===== config.mk =====
export PLATFORM = sky130hd
export DESIGN_NAME = read_pointer_ctrl
export DESIGN_NICKNAME = d
export VERILOG_FILES = /design/src/rtl/read_pointer_ctrl.sv
export SDC_FILE = /design/constraint.sdc
export NUM_CORES = 1
export LEC_CHECK = 0
export ABC_CLOCK_PERIOD_IN_PS = 4400
export BUFFER_PORTS_ARGS = -buffer_cell sky130_fd_sc_hd__buf_4
export CORE_UTILIZATION = 45
export CTS_BUF_LIST = sky130_fd_sc_hd__clkbuf_4
export CTS_CLUSTER_SIZE = 8
export DETAILED_ROUTE_END_ITERATION = 8
export GPL_TIMING_DRIVEN = 0
export PLACE_DENSITY = 0.69
export SYNTH_ARGS = -nofsm -noshare
export SYNTH_HDL_FRONTEND = slang
export SYNTH_SLANG_ARGS = --single-unit
export TNS_END_PERCENT = 30

===== constraint.sdc =====
create_clock -name clock -period 4.4 [get_ports clock]
set_input_delay 0 -clock clock [delete_from_list [all_inputs] [get_ports clock]]
set_output_delay 0 -clock clock [all_outputs]
set_load 0.05 [all_outputs]

===== src/rtl/read_pointer_ctrl.sv =====
// Read-domain pointer and status controller for the asynchronous FIFO.
// Optional sticky underflow flag is built when READ_POINTER_UNDERFLOW_EN is defined.
module read_pointer_ctrl #(
    parameter int ADDRESS_WIDTH          = 4,
    parameter int SYNC_STAGES            = 2,
    parameter int ALMOST_EMPTY_THRESHOLD = 1
) (
    input  logic                     clock,
    input  logic                     reset,
    input  logic                     increment,
    input  logic [ADDRESS_WIDTH:0]   write_pointer_gray,
    input  logic                     clear_underflow,
    output logic [ADDRESS_WIDTH-1:0] read_address,
    output logic [ADDRESS_WIDTH:0]   read_pointer_gray,
    output logic                     empty,
    output logic                     almost_empty,
    output logic [ADDRESS_WIDTH:0]   level,
    output logic                     underflow
);

    localparam int PW = ADDRESS_WIDTH + 1;
    localparam logic [PW-1:0] AE_LIMIT = PW'(ALMOST_EMPTY_THRESHOLD);

    logic [PW-1:0] sync_q [SYNC_STAGES];
    logic [PW-1:0] wsync_gray;
    logic [PW-1:0] wsync_bin;
    logic [PW-1:0] read_pointer;
    logic [PW-1:0] read_pointer_next;
    logic [PW-1:0] gray_next;
    logic [PW-1:0] level_next;
    logic          pop;

    function automatic logic [PW-1:0] gray_to_bin(input logic [PW-1:0] g);
        logic [PW-1:0] b;
        b[PW-1] = g[PW-1];
        for (int i = PW - 2; i >= 0; i--) begin
            b[i] = b[i+1] ^ g[i];
        end
        return b;
    endfunction

    // Write pointer crosses into this domain through a plain flop chain;
    // gray coding guarantees at most one bit changes per write.
    always_ff @(posedge clock) begin
        if (reset) begin
            for (int i = 0; i < SYNC_STAGES; i++) begin
                sync_q[i] <= '0;
            end
        end else begin
            sync_q[0] <= write_pointer_gray;
            for (int i = 1; i < SYNC_STAGES; i++) begin
                sync_q[i] <= sync_q[i-1];
            end
        end
    end

    assign wsync_gray = sync_q[SYNC_STAGES-1];
    assign wsync_bin  = gray_to_bin(wsync_gray);

    // Handshake: a pop is accepted on any rising edge where increment is high
    // and the registered empty flag is low; increment while empty is dropped.
    always_comb begin
        pop               = increment & ~empty;
        read_pointer_next = read_pointer + PW'(pop);
        gray_next         = read_pointer_next ^ (read_pointer_next >> 1);
        level_next        = wsync_bin - read_pointer_next;
    end

    always_ff @(posedge clock) begin
        if (reset) begin
            read_pointer      <= '0;
            read_pointer_gray <= '0;
            empty             <= 1'b1;
            almost_empty      <= 1'b1;
            level             <= '0;
        end else begin
            read_pointer      <= read_pointer_next;
            read_pointer_gray <= gray_next;
            empty             <= (gray_next == wsync_gray);
            almost_empty      <= (level_next <= AE_LIMIT);
            level             <= level_next;
        end
    end

    assign read_address = read_pointer[ADDRESS_WIDTH-1:0];

`ifdef READ_POINTER_UNDERFLOW_EN
    // Set takes priority over clear so a simultaneous bad pop is never lost.
    always_ff @(posedge clock) begin
        if (reset) begin
            underflow <= 1'b0;
        end else if (increment && empty) begin
            underflow <= 1'b1;
        end else if (clear_underflow) begin
            underflow <= 1'b0;
        end
    end
`else
    logic unused_clear_underflow;
    assign unused_clear_underflow = clear_underflow;
    assign underflow              = 1'b0;
`endif

endmodule


==> metrics.md <==
| Metric | Value |
|---|---|
| Cell Area, Synth | `0.00107 mm²` |
| Fin util | `0.615` |
| Max incr delay on CP | `roughly 0.48 ns` |
| Skew final | `between 0.007 and 0.008 ns` |
| Row cnt | `17` |
| Final Hold Viols | `0` |
| Wire length per cell | `between 10 and 15 µm` |
| Post-CTS Setup Bufs | `0` |
| GRT Residual Overflow | `0` |
| Clock transition at path regs | `between 0.1 and 0.15 ns` |
| Setup tns final | `0 ns` |
| Worst path cell trace | `xor3_2 > xnor2_1 > xor2_1 > ha_1 > fa_1 > and2b_2 > a221o_1 > xor2_1 > a2111oi_2` |
| Vias per inst | `~4.7` |
| Worst Hold End | `read_pointer[0]` |
| WHS Path Cells | `4` |
| Most frequent cells in the layout | `26 x dfxtp_1, 24 x buf_4, 13 x nor2b_1, 12 x nor2_1` |
| Die Span X | `a little over 50 µm` |
| Worst vdd rail ir drop | `between 0.0002 and 0.0003 V` |
| Worst hold margin | `approximately 0.26 ns` |
| Synth top area share | `0.488` |
| Final WL | `approximately 1.7 mm` |
| Mapped Nets | `approximately 120` |
| GPL Wtd Cong | `about 0.76` |
| Reg area | `520 µm²` |
| Total number of vias | `about 770` |
| Clock Latency Late Sink | `0.32 ns` |
| Switching share of power | `0.334` |
| Max Transition Viols Final | `0` |
| Synth-to-Final Area Change | `27.6%` |
| Startpoint types | `flip-flop` |
| CTS tree | `done` |
| Largest fanout on the critical path | `3` |
| Antenna-violating nets left | `0` |
| Flop pwr share | `0.495` |
| HP Class | `input pin to flip-flop` |
| Initial DRT Pass Iterations | `4` |
| DP HPWL | `1.28 mm` |
| Max Fclk | `338 MHz` |
| Hold wc startpoint | `increment` |
| Die area | `roughly 0.0026 mm²` |
| Worst EP required | `4.63 ns` |
| Switch Pwr | `roughly 0.00018 W` |
| Height of the die | `about 50 µm` |
| Status | `complete, no violations` |
| Crit-path most repeated cell | `xor2_1` |
| Number of H-tree levels | `1` |
| Global Route Usage Sum | `0.161` |
| Combinational fraction of design power | `0.314` |
| Min setup slack post-route | `~1.4 ns` |
| Footprint of the multi-input gates | `roughly 510 µm²` |
| YS warnings | `0` |
| Headroom to the max-slew limit | `0.609` |
| CP max-delay cell | `xor3_2` |
| R2R Path End | `almost_empty` |
| Critical path class | `flip-flop to flip-flop` |
| Slew @ Worst Pin | `between 0.5 and 0.6 ns` |
| FILL cells | `roughly 210` |
| Starting DRC count in detailed routing | `4` |
| Synth area leaders | `dfxtp_1 49%, nor2b_1 7.6%, ha_1 7.0%` |
| Ports | `26` |
| R2R Setup Slk | `about 1.4 ns` |
| Core area | `between 0.002 and 0.0025 mm²` |
| RSZ-0062 raised after global routing | `no` |
| DRC | `0` |
| Largest net degree at the start of global routing | `15` |
| #FFs+latches synth | `26` |
| Clock buffer depth | `2` |
| Max-Cap Viols | `0` |
| R2R depth | `9` |
| Initial core utilization | `0.482` |
| Clock power share | `0.191` |
| Post-Synthesis Cells | `a little over 100` |
| # diodes | `0` |
| Setup WS pre-CTS | `1.43 ns` |
| Inserted Clock Buffers | `3` |
| Power per cell area | `390 mW/mm²` |
| Share of layout cells above drive strength 1 | `0.237` |
| Cell-internal power | `0.000354 W` |
| Initial antenna violation count | `0` |
| Clock period minus worst slack | `slightly below 3 ns` |
| Reg2reg start | `sync_q[0][7]` |
| Area leader, netlist | `dfxtp_1` |
| Yosys cell types | `25` |
| Critical Path AT | `between 3 and 4 ns` |
| Sequential area share after synthesis | `0.488` |
| Avg Synthesized Cell Area | `10.5 µm²` |
| # port buffers | `23` |
| Vias in the first global route | `756` |
| Most common cell after layout, fill and taps aside | `dfxtp_1` |
| First-pass GRT wire length | `2.93 mm` |
| Endpoints failing setup | `0` |
| CP endpoint kind | `flip-flop` |
| Clock tree sinks | `26` |
| Cell leakage power | `slightly above 0.6 nW` |
| Final worst path period share | `0.673` |
| Root buf cell | `clkbuf_4` |
| Post-layout nets | `152` |
[flip-flops by register name (all words and copies together) (netlist names)]
| register | flops |
|---|---|
| empty | 1 |
| almost_empty | 1 |
| read_pointer | 4 |
| read_pointer_gray | 5 |
| level | 5 |
| sync_q | 10 |
[layer usage]
metal | global-route usage | routed length, µm
met3 | 0.0273 | 59
met4 | 0.0972 | 46
met5 | 0 | 0
met1 | 0.158 | 751
met2 | 0.307 | 884
[worst max path at each step]
stage                             from      endpoint  slack [ns]  cells past startpoint
after floorplan                  empty  almost_empty        1.60                      9
after CTS                 sync_q[0][7]  almost_empty        1.41                      9
after detailed placement  sync_q[0][7]  almost_empty        1.43                      9
final                     sync_q[0][7]  almost_empty        1.44                      9
after global placement    sync_q[0][7]  almost_empty        1.46                      9
after global routing      sync_q[0][9]  almost_empty        1.21                      9
[logic make-up (layout without fill, tap and decap cells)]
kind of cell / Yosys count / count (layout) / share of synthesized area
and+or+nand+nor: 36 / 36 / 0.178
xor gates and xnor gates: 17 / 17 / 0.155
other: 1 / 1 / 0.00352
AOI/OAI and AO/OA: 6 / 6 / 0.0505
adders and majority gates: 7 / 7 / 0.0892
DFF: 26 / 26 / 0.488
buffers and inverters: 9 / 42 / 0.0352
[per-stage QoR]
stage	power, W	instance area [µm²]	std cells
2_1_floorplan	0.000389	1070	102
3_3_place_gp	0.000429	1270	153
3_5_place_dp	0.000432	1270	153
4_1_cts	0.000536	1360	163
5_1_grt	0.000559	1360	163
6_report	0.000531	1360	163
[cell usage after synthesis (all sizes together)]
cell type  number
nand3           4
dfxtp          26
nor3b           1
nor3            2
buf             1
a31o            1
conb            1
xor3            1
nor2b          13
inv             6
fa              1
xnor2           8
a21boi          1
ha              6
nand2           1
xor2            8
a221o           1
o21ai           1
clkbuf          2
or3             1
and2b           1
and2            1
o31ai           1
nor2           12
a2111oi         1
[repair_timing]
item,4_1_cts,5_1_grt
endpoints found under the setup margin,0,0
hold buffers,6,0
hold endpoints to repair,10,0
resized for setup,0,0
[worst max-delay path, delay by kind of cell (launching register included)]
| kind | cells | cell delay [ns] |
|---|---|---|
| flip-flops | 1 | 0.37 |
| AND/OR/NAND/NOR | 1 | 0.22 |
| XOR/XNOR | 4 | 1.17 |
| adder cells (fa/ha/maj) | 2 | 0.44 |
| AO/OA/AOI/OAI | 2 | 0.68 |
[layout make-up]
type,count,share of cell area
buffer,3,0.0110
timing repair buffer,29,0.171
clock inverter,1,0.00276
multi-input combinational,67,0.374
tap,28,0.0258
sequential,26,0.383
inverter,6,0.0166
clock buffer,3,0.0166
[power by group through the flow]
stage | clock (W) | combinational (W) | sequential (W)
2_1_floorplan | 0 | 0.0000646 | 0.000325
3_3_place_gp | 0 | 0.000162 | 0.000267
3_5_place_dp | 0 | 0.000164 | 0.000269
4_1_cts | 0.000104 | 0.000169 | 0.000263
5_1_grt | 0.000113 | 0.000180 | 0.000265
6_report | 0.000101 | 0.000167 | 0.000263
Note: power is estimated with default switching activity, not from simulation.
